**src/rtl/add_fed_sched_pkg.sv**
```systemverilog
// Shared types and defaults for the add_fed scheduler slice.
// The state encoding is fixed because debug tooling decodes it by value.
package add_fed_sched_pkg;

  typedef enum logic [1:0] {
    IDLE = 2'd0,
    CLR  = 2'd1,
    RUN  = 2'd2,
    DONE = 2'd3
  } state_t;

  localparam int DEF_N_REQ = 4;
  localparam int DEF_W     = 16;
  localparam int DEF_LEN_W = 4;

endpackage

```
**src/rtl/add_fed_sched_rr_pick.sv**
```systemverilog
// Combinational round-robin pick: first set req bit at or after ptr, wrapping.
module rr_pick #(
  parameter int N_REQ = 4
) (
  input  logic [N_REQ-1:0]         req,
  input  logic [$clog2(N_REQ)-1:0] ptr,
  output logic                     valid,
  output logic [$clog2(N_REQ)-1:0] idx
);

  localparam int IW = $clog2(N_REQ);

  // Scan from the farthest offset down so the nearest candidate is written last
  always_comb begin
    valid = 1'b0;
    idx   = '0;
    for (int k = N_REQ - 1; k >= 0; k--) begin
      int raw_s;
      int cand_s;
      raw_s  = int'(ptr) + k;
      cand_s = (raw_s >= N_REQ) ? (raw_s - N_REQ) : raw_s;
      valid  = valid | req[cand_s];
      idx    = req[cand_s] ? IW'(cand_s) : idx;
    end
  end

endmodule

```
**src/rtl/add_fed_sched.sv**
```systemverilog
// Round-robin scheduler that time-shares one add_fed accumulator between N_REQ requesters.
// Each job: clear the accumulator, stream len samples into it, report the sum.
module add_fed_sched
  import add_fed_sched_pkg::*;
#(
  parameter int N_REQ = DEF_N_REQ,
  parameter int W     = DEF_W,
  parameter int LEN_W = DEF_LEN_W
) (
  input  logic                   clk,
  input  logic                   res,
  input  logic [N_REQ-1:0]       req,
  input  logic [N_REQ*LEN_W-1:0] len,
  input  logic [N_REQ*W-1:0]     din,
  output logic [N_REQ-1:0]       take,
  output logic [N_REQ-1:0]       done,
  output logic [W-1:0]           result,
  output logic                   busy,
  output logic [W-1:0]           acc_din,
  output logic                   acc_clr,
  input  logic [W-1:0]           acc_dout
);

  localparam int               IW  = $clog2(N_REQ);
  localparam logic [N_REQ-1:0] ONE = N_REQ'(1);

  state_t           state_r;
  logic [IW-1:0]    ptr_r;
  logic [IW-1:0]    gnt_r;
  logic [LEN_W-1:0] cnt_r;
  logic             pick_valid_s;
  logic [IW-1:0]    pick_idx_s;

  rr_pick #(
    .N_REQ (N_REQ)
  ) u_pick (
    .req   (req),
    .ptr   (ptr_r),
    .valid (pick_valid_s),
    .idx   (pick_idx_s)
  );

  // Job sequencer; every control output is registered alongside the state
  always_ff @(posedge clk or posedge res) begin
    if (res) begin
      state_r <= IDLE;
      ptr_r   <= '0;
      gnt_r   <= '0;
      cnt_r   <= '0;
      take    <= '0;
      done    <= '0;
      result  <= '0;
      busy    <= 1'b0;
      acc_clr <= 1'b0;
    end else begin
      done <= '0;
      case (state_r)
        IDLE: begin
          if (pick_valid_s) begin
            gnt_r   <= pick_idx_s;
            cnt_r   <= len[pick_idx_s*LEN_W +: LEN_W];
            acc_clr <= 1'b1;
            busy    <= 1'b1;
            state_r <= CLR;
          end
        end
        CLR: begin
          acc_clr <= 1'b0;
          if (cnt_r != '0) begin
            take    <= ONE << gnt_r;
            state_r <= RUN;
          end else begin
            state_r <= DONE;
          end
        end
        RUN: begin
          cnt_r <= cnt_r - LEN_W'(1);
          if (cnt_r == LEN_W'(1)) begin
            take    <= '0;
            state_r <= DONE;
          end
        end
        DONE: begin
          // acc_dout now holds the last sample added at the RUN exit edge
          result  <= acc_dout;
          done    <= ONE << gnt_r;
          ptr_r   <= (gnt_r == IW'(N_REQ - 1)) ? '0 : gnt_r + IW'(1);
          busy    <= 1'b0;
          state_r <= IDLE;
        end
        default: begin
          take    <= '0;
          busy    <= 1'b0;
          acc_clr <= 1'b0;
          state_r <= IDLE;
        end
      endcase
    end
  end

  // take is nonzero only in RUN, so the accumulator sees zero at all other times
  always_comb begin
    if (take != '0) acc_din = din[gnt_r*W +: W];
    else            acc_din = '0;
  end

endmodule

```
**config.mk**
```make
export PLATFORM = sky130hd
export DESIGN_NAME = add_fed_sched
export DESIGN_NICKNAME = d
export VERILOG_FILES = /design/src/rtl/add_fed_sched_pkg.sv /design/src/rtl/add_fed_sched_rr_pick.sv /design/src/rtl/add_fed_sched.sv
export SDC_FILE = /design/constraint.sdc
export NUM_CORES = 1
export LEC_CHECK = 0
export ABC_AREA = 1
export CORE_ASPECT_RATIO = 1.25
export CORE_MARGIN = 2
export CORE_UTILIZATION = 39
export CTS_BUF_LIST = sky130_fd_sc_hd__clkbuf_8
export DETAILED_ROUTE_END_ITERATION = 6
export PLACE_DENSITY = 0.86
export SYNTH_ARGS = -nofsm -noshare
export SYNTH_HDL_FRONTEND = slang
export SYNTH_SLANG_ARGS = --single-unit
```
**constraint.sdc**
```tcl
create_clock -name clk -period 2.2 [get_ports clk]
set_input_delay 0.44 -clock clk [delete_from_list [all_inputs] [get_ports clk]]
set_output_delay 0.44 -clock clk [all_outputs]
set_load 0.02 [all_outputs]
```
==> results of run 1 <==
-- final cells by class --
type	count	area, um2
Inverter	41	158
Clock buffer	5	68.8
Tap cell	87	109
Clock inverter	3	38.8
Timing Repair Buffer	152	1480
Fill cell	615	2280
Multi-Input combinational cell	296	1450
Sequential cell	36	902
-- layout by cell type (no fill, tap or decap), types with 2 or more instances in the layout --
cell type,n
nor2_1,71
a21oi_1,24
clkdlybuf4s15_1,6
dfrtp_1,35
clkbuf_8,5
ha_1,12
nand3_2,2
dlygate4sd2_1,2
nand2_4,2
buf_12,2
nand2_1,102
o21ai_0,42
clkinv_1,2
inv_1,36
nand3b_1,2
xnor2_1,2
buf_4,7
inv_2,3
clkdlybuf4s50_1,127
nand2_2,2
clkbuf_2,8
o21ai_1,2
o21ai_2,2
nand3_1,22
-- where the power goes --
group,internal [W],leakage (nW),switching [W],total [W]
sequential,0.000977,0.448,0.000242,0.00122
clock,0.000331,0.0593,0.000225,0.000557
combinational,0.00167,1.52,0.00248,0.00416
-- cell usage after synthesis, drive strengths merged --
library cell  number
o21ai             46
ha                12
nor2              71
o22ai              1
nor3               1
nor4               1
xnor2              2
buf                4
o31ai              1
clkinv             3
inv               38
nand3b             3
clkbuf            12
a21boi             1
a21oi             25
nand3             25
o211ai             1
nand2            106
dfrtp             36
-- worst min-delay path: stages (launching register included) --
cell and delay [ns]:
dfrtp_1 0.34, nand2_1 0.05, nand2_1 0.05
-- per-layer routing --
metal	wire (um)	share of wire, %	global-route usage (%)	vias up
met2	4250	55	38.6	70
met5	0	0	0	-
li1	-	-	-	1514
met1	3020	39	24.4	1312
met3	223	2.9	3.73	18
met4	198	2.6	8.03	0
-- logic make-up (layout without fill, tap and decap cells) --
kind of cell / count (synthesis) / after routing / share of synthesized area (%)
AO/OA/AOI/OAI: 75 / 75 / 15.4
XOR/XNOR: 2 / 2 / 0.683
adder cells (fa/ha/maj): 12 / 12 / 5.85
buffers and inverters: 57 / 201 / 8.73
flip-flops: 36 / 36 / 35.1
AND/OR/NAND/NOR: 207 / 207 / 34.2
-- registers in the layout, summed over array words and instances, names as in the netlist --
| name | cells |
|---|---|
| acc_clr | 1 |
| busy | 1 |
| cnt_r | 4 |
| done | 4 |
| gnt_r | 2 |
| ptr_r | 2 |
| result | 16 |
| state_r | 2 |
| take | 4 |
-- metrics by stage --
| step | cells | utilization (%) | total power (W) |
|---|---|---|---|
| finish | 620 | 64.9 | 0.00593 |
| global route | 620 | 64.9 | 0.00649 |
| detailed placement | 612 | 63.8 | 0.00556 |
| CTS | 620 | 65.1 | 0.00598 |
| floorplan | 389 | - | 0.00388 |
| global placement | 612 | 63.8 | 0.00543 |
-- what timing repair did --
action | 4_1_cts | 5_1_grt
gates resized for setup | 16 | 24
hold endpoints to repair | 0 | 0
setup endpoints to repair | 16 | 19
-- worst max-delay path by stage --
stage / start / to / slack, ns
after floorplan: take[1]$_DFFE_PP0P_ / acc_din[10] / 0.22
after global placement: din[40] / acc_din[8] / -0.13
after detailed placement: din[36] / acc_din[4] / -0.15
after CTS: gnt_r[1]$_DFFE_PP0P_ / acc_din[4] / 0.08
after global routing: gnt_r[1]$_DFFE_PP0P_ / acc_din[6] / 0.003
final: take[1]$_DFFE_PP0P_ / acc_din[10] / 0.13
==> reports/qor.csv, run 1 <==
metric;value;unit
crit-path cells;nor4_2 -> buf_4 -> a21oi_1 -> dlygate4sd2_1;
Worst EP required;1.76;ns
Setup TNS;0;ns
Total GRT Usage;21.0;%
detailed-route via count;2914;
IO Port Bufs;143;
Syn Area/Cell;6.60;um2
H-tree lvl count;2;
clk_lat worst skew;0.28;ns
first-pass GRT wire length;12600;um
Worst Path Arrival;1.63;ns
min Tclk post-route;2.07;ns
vias in the first global route;2834;
worst vdd ir;0.000758;V
post-synth top area cell;dfrtp_1;
WP depth;4;
Final Hold Fails;0;
crit-path max FO;16;
syn_nets;503;
WL/cell;12.4;um
CP Class;reg -> out;
CP Capture Type;output pin;
worst reg2reg startpoint;state_r[0]$_DFFE_PP0P_;
hold depth;2;
area of the core;6480;um2
# Max-Cap Violations;0;
largest net degree at the start of global routing;37;
Num Clock Sinks;36;
top-area cell type share of the netlist area;35.1;%
Hold/Removal Path Class;reg -> reg;
Worst-Margin Slew;0.537;ns
Leakage;2.03;nW
final wirelength;7690;um
CTS root buf;clkbuf_8;
clock transition at the registers of the reported paths;0.07;ns
hold_sp;result[4]$_DFFE_PP0P_;
Seq cells post-synth;36;
Finish-stage setup viols;0;
Congestion Overflow GR;0;
final hold slack;0.469;ns
row count;33;
Peak Freq;0.483;GHz
slowest CP cell;dfrtp_1;
top post-synthesis cells by area;dfrtp_1 (35%), nand2_1 (15%), nor2_1 (10%);
drt pass-1 iters;5;
final instance area;4210;um2
ANT nets after route;0;
Post-Synthesis Cells;389;
Post-DP HPWL;6000;um
fin. max-slew vios;0;
die span in x;76.6;um
Layout area overhead;63.9;%
setup bufs post-CTS;0;
antenna violations before repair;0;
fraction of layout cells with a size suffix above 1;7.69;%
Critical R2R Capture;take[1]$_DFFE_PP0P_;
RD Place Congestion;0.818;
R2R Setup Slk;0.25;ns
Detailed Route Iter0 Violations;155;
initial core utilization;39.6;%
synth unique cells;30;
vias per cell;4.70;
die height;94.7;um
placed cell areas;4140;um2
Diodes inserted;0;
DRC violations left;0;
setup ws final;0.130;ns
DP Worst Slack;-0.153;ns
Max Buffers Root-to-Sink;2;
cell family with most CP delay;buffers and inverters;
unrepaired setup endpoints after global routing;false;
Ys Warns;0;
PwrDens;1410;nW/um2
register area share after synthesis;35.1;%
clock skew;0.00398;ns
cts hold-fix bufs;0;
CTS tree;yes;
CP startpoint kind;flop;
status;finished clean;
Worst Reg-to-Reg Cells;7;
clock buffers created by TritonCTS;5;
Mapped Area;2570;um2
final period utilization;94.1;%
Rel. slew slack;64.0;%
worst hold endpoint;result[4]$_DFFE_PP0P_;
Buf/Inv on CP;2;
io pins;144;
die area;7250;um2
nets@finish;646;
CP max stage delay;0.41;ns
(Power assumes the default switching activity.)
==> run 2, diff against run 1 <==
SYNTH_HIERARCHICAL = 1   (was default)
==> reports/qor.csv, run 2 <==
metric;value;unit
post-synth top area cell;dfrtp_1;
Post-DP HPWL;6300;um
die area;7230;um2
nets@finish;659;
Mapped Area;2560;um2
Final Hold Fails;0;
syn_nets;506;
Worst-Margin Slew;0.448;ns
Finish-stage setup viols;0;
row count;33;
placed cell areas;4160;um2
detailed-route via count;3079;
vias in the first global route;2921;
H-tree lvl count;2;
R2R Setup Slk;0.32;ns
met3 wire len;579;um
final wirelength;7810;um
# Max-Cap Violations;0;
setup ws final;0.112;ns
Detailed Route Iter0 Violations;91;
top_reg_cell synth;dfrtp_1;
commonest non-fill, non-tap cells in the layout;nand2_1 (127), clkdlybuf4s50_1 (127), nor2_1 (73);
met2 WL;4010;um
synth unique cells;24;
CP Class;reg -> out;
slowest CP cell;dfrtp_1;
Rel. slew slack;70.1;%
WL/cell;12.3;um
Total GRT Usage;21.6;%
final instance area;4210;um2
Leakage;2.07;nW
top-count cell post-synth;nand2_1;
vias per cell;4.86;
final period utilization;94.9;%
first-pass GRT wire length;12800;um
ANT nets after route;0;
Biggest register;result;
CP max stage delay;0.42;ns
Hold/Removal Path Class;reg -> reg;
fraction of layout cells with a size suffix above 1;9.16;%
min Tclk post-route;2.09;ns
DP Worst Slack;-0.164;ns
area of the core;6440;um2
top-area cell type share of the netlist area;35.2;%
DRC violations left;0;
antenna violations before repair;0;
Worst Path Arrival;1.65;ns
PwrDens;1370;nW/um2
CP Capture Type;output pin;
cell family with most CP delay;buffers and inverters;
most frequent CP cell;nor2_1;
Layout area overhead;64.7;%
cts hold-fix bufs;0;
clock buffers created by TritonCTS;5;
CP startpoint kind;flop;
Commonest cells post-synth;nand2_1 (128), nor2_1 (73), dfrtp_1 (36);
Setup TNS;0;ns
clock transition at the registers of the reported paths;0.07;ns
CTS root buf;clkbuf_8;
Buf/Inv on CP;2;
IO Port Bufs;143;
clk_lat worst skew;0.28;ns
Worst EP required;1.76;ns
worst vdd ir;0.000784;V
Congestion Overflow GR;0;
drt pass-1 iters;4;
die height;94.5;um
top layer in use;met4;
status;finished clean;
die span in x;76.4;um
RD Place Congestion;0.790;
Seq cells post-synth;36;
CTS tree;yes;
Syn Area/Cell;6.51;um2
EDFF count, synth;0;
crit-path cells;buf_4 -> nor2_1 -> nor2_1 -> o21ai_0 -> a21oi_1 -> clkdlybuf4s15_1;
hold depth;2;
register area share after synthesis;35.2;%
crit-path max FO;12;
fraction of registers with async set/reset;100;%
initial core utilization;39.7;%
top post-synthesis cells by area;dfrtp_1 (35%), nand2_1 (19%), nor2_1 (11%);
WP depth;6;
clock skew;0.00327;ns
Metal-1 WL;3040;um
Worst Reg-to-Reg Cells;12;
io pins;144;
Post-Synthesis Cells;393;
total power draw;0.00577;W
Largest register FFs;16;
fin. max-slew vios;0;
Diodes inserted;0;
largest net degree at the start of global routing;37;
Max Buffers Root-to-Sink;2;
Num Clock Sinks;36;
Peak Freq;0.479;GHz
Ys Warns;6;
-- run 2: cell families (layout without fill, tap and decap cells) --
logic type | after synthesis | in the layout | synth area share, %
buffers and inverters | 51 | 204 | 9.34
AOI/OAI and AO/OA | 70 | 70 | 14.4
DFF | 36 | 36 | 35.2
and+or+nand+nor | 225 | 225 | 35.6
adders and majority gates | 11 | 11 | 5.38
-- run 2: stage by stage --
stage / utilization, % / cells / hold slack [ns]
2_1_floorplan: - / 393 / 0.493
4_1_cts: 65.4 / 631 / 0.476
3_5_place_dp: 64.5 / 624 / 0.459
6_report: 65.4 / 633 / 0.471
3_3_place_gp: 64.5 / 624 / 0.454
5_1_grt: 65.4 / 633 / 0.492
-- run 2: final cells by class --
type | instances | area [um2]
Clock buffer | 5 | 68.8
Clock inverter | 2 | 8.76
Fill cell | 591 | 2230
Inverter | 35 | 135
Multi-Input combinational cell | 306 | 1420
Sequential cell | 36 | 902
Tap cell | 87 | 109
Timing Repair Buffer | 161 | 1560
Timing Repair inverter | 1 | 7.51
-- run 2: timing repair --
item / CTS / global route
endpoints found under the setup margin: 16 / 18
gates cloned: 0 / 1
gates resized for setup: 16 / 22
buffers inserted: 0 / 1
-- run 2: metal layers --
metal	global-route usage [%]	up-vias
met5	0	-
met4	6.82	0
met3	5.16	18
met2	41.6	129
met1	23.4	1393
li1	-	1539
-- run 2: tightest hold or removal path, stage by stage, from the launching register on --
cell and delay (ns):
dfrtp_1 0.34, nand2_1 0.05, nand2_1 0.04
-- run 2: worst paths after layout --
kind,endpoint,startpoint
hold / removal,result[13]$_DFFE_PP0P_,result[13]$_DFFE_PP0P_
setup reg to reg,gnt_r[0]$_DFFE_PP0P_,ptr_r[0]$_DFFE_PP0P_
hold reg to reg,result[13]$_DFFE_PP0P_,result[13]$_DFFE_PP0P_
setup / recovery,acc_din[3],gnt_r[0]$_DFFE_PP0P_
max in group asynchronous,ptr_r[0]$_DFFE_PP0P_,res
min in group asynchronous,result[15]$_DFFE_PP0P_,res
-- run 2: report_power, final --
group          switching [W]  internal [W]
clock               0.000212      0.000210
combinational        0.00239       0.00174
sequential          0.000240      0.000972
==> run 3, diff against run 2 <==
CORE_UTILIZATION = 36   (was 39)
PLACE_DENSITY = 0.84   (was 0.86)
clock period = 1.91 ns   (was 2.2 ns; I/O delays follow)
==> reports/qor.csv, run 3 (synthesis results as in run 2) <==
metric;value;unit
clock skew;0.000919;ns
Largest register FFs;16;
met2 usage;39.7;%
fraction of layout cells with a size suffix above 1;16.6;%
gr busiest metal;met2;
Peak Freq;0.524;GHz
min Tclk post-route;1.91;ns
CP Class;reg -> out;
CTS tree;yes;
drt pass-1 iters;5;
fin. max-slew vios;0;
worst reg2reg startpoint;ptr_r[0]$_DFFE_PP0P_;
die height;98.2;um
final wirelength;8380;um
cell family with most CP delay;flip-flops;
Hold/Removal Path Class;reg -> reg;
sequential share of power;19.3;%
row count;34;
detailed-route via count;3083;
die area;7800;um2
ANT nets after route;0;
slowest CP cell;dfrtp_2;
H-tree lvl count;2;
Final Hold Fails;0;
commonest non-fill, non-tap cells in the layout;clkdlybuf4s50_1 (123), nand2_1 (117), nor2_1 (69);
# Max-Cap Violations;0;
met1 Use GR;21.0;%
CP max stage delay;0.44;ns
clk_lat worst skew;0.28;ns
die span in x;79.4;um
NetSw;0.00353;W
IO Port Bufs;143;
nets@finish;667;
area of the core;6930;um2
Post-DP HPWL;6170;um
CP startpoint kind;flop;
Worst-Margin Slew;0.445;ns
Worst Path Arrival;1.53;ns
DRC violations left;0;
Detailed Route Iter0 Violations;67;
Fill cells;596;
Congestion Overflow GR;0;
Finish-stage setup viols;0;
total power draw;0.00726;W
CP Capture Type;output pin;
hold_sp;result[1]$_DFFE_PP0P_;
met3 usage;6.56;%
RD Place Congestion;0.939;
clock buffers created by TritonCTS;5;
Setup TNS;0;ns
Diodes inserted;0;
Worst EP required;1.53;ns
Leakage;2.19;nW
clock network power share;7.4;%
Multi-input gate area;1510;um2
io pins;144;
combinational power share;73.3;%
critical path startpoint;gnt_r[0]$_DFFE_PP0P_;
Buf/Inv on CP;2;
clock transition at the registers of the reported paths;0.07;ns
final non-filler cell total;645;
Num Clock Sinks;36;
vias per cell;4.78;
commonest non-fill, non-tap cell in the layout;clkdlybuf4s50_1;
PwrDens;1640;nW/um2
Total GRT Usage;20.8;%
final period utilization;99.9;%
Rel. slew slack;70.3;%
crit-path max FO;16;
Net Sw Frac;48.5;%
antenna violations before repair;0;
Max Buffers Root-to-Sink;2;
Placed Cells;632;
largest net degree at the start of global routing;37;
Pint;0.00374;W
WL/cell;13.0;um
crit-path cells;clkbuf_16 -> nor2_2 -> nor2_1 -> o21ai_1 -> a21oi_1 -> buf_4;
initial core utilization;36.9;%
worst vdd ir;0.000894;V
Biggest register;result;
flip-flop and latch area;905;um2
vias in the first global route;3021;
unrepaired setup endpoints after global routing;true;
status;finished clean;
Layout area overhead;73.2;%
CTS root buf;clkbuf_8;
first-pass GRT wire length;13300;um
cts hold-fix bufs;0;
[run 3: area by class of cell]
cell class | count | area share (%)
sequential | 36 | 20.4
inverter | 35 | 3.02
clock inverter | 2 | 0.169
multi-input combinational | 306 | 34.1
timing repair buffer | 169 | 37.7
clock buffer | 6 | 1.86
timing repair inverter | 1 | 0.169
tap | 90 | 2.54
[run 3: path summary, 6_finish.rpt]
kind | endpoint | slack (ns) | cells past startpoint
max | acc_din[13] | 0.001 | 6
min | result[1]$_DFFE_PP0P_ | 0.47 | 2
max reg2reg | cnt_r[3]$_DFFE_PP0P_ | 0.11 | 16
min reg2reg | result[1]$_DFFE_PP0P_ | 0.47 | 2
max in group asynchronous | ptr_r[1]$_DFFE_PP0P_ | 1.07 | 3
min in group asynchronous | done[0]$_DFF_PP0_ | 0.50 | 3
[run 3: worst reg2reg max path, stage by stage (launching register included)]
cell and delay, ns:
dfrtp_2 0.44, buf_12 0.15, nand2_4 0.05, and2_4 0.15
nand2_4 0.05, nand2_2 0.08, inv_4 0.04, nand2_2 0.05
nand2_2 0.06, nand2_4 0.12, clkinvlp_4 0.14, nand2_1 0.08
nand3_1 0.06, nand3_1 0.08, nand2_1 0.06, nand2_1 0.05
nand2_1 0.05
[run 3: through the flow]
| step | setup slack (ns) | utilization [%] | instance area [um2] | hold slack [ns] |
|---|---|---|---|---|
| after CTS | 0.0207 | 62.0 | 4300 | 0.482 |
| final | 0.00139 | 63.9 | 4430 | 0.474 |
| after global routing | -0.0644 | 63.9 | 4430 | 0.508 |
| after global placement | -0.329 | 60.9 | 4220 | 0.453 |
| after floorplan | 0.226 | - | 2560 | 0.493 |
| after detailed placement | -0.367 | 60.9 | 4220 | 0.466 |
[run 3: per-layer routing]
metal / vias up / part of all wire (%)
li1: 1553 / -
met1: 1390 / 38
met4: 0 / 2.7
met2: 117 / 51
met3: 23 / 8.3
met5: - / 0
[run 3: what timing repair did]
item                       in CTS  in global routing
pin swaps                       1                 14
gates cloned                    2                  0
setup endpoints to repair      20                 21
resized for setup              78                 51
setup buffers                   0                  3
[run 3: power groups by stage]
| stage | Combinational, W | Clock, W | Sequential [W] |
|---|---|---|---|
| after floorplan | 0.00271 | 0 | 0.00163 |
| after global placement | 0.00489 | 0 | 0.00137 |
| after detailed placement | 0.00504 | 0 | 0.00138 |
| after CTS | 0.00500 | 0.000550 | 0.00140 |
| after global routing | 0.00582 | 0.000581 | 0.00145 |
| final | 0.00533 | 0.000536 | 0.00140 |
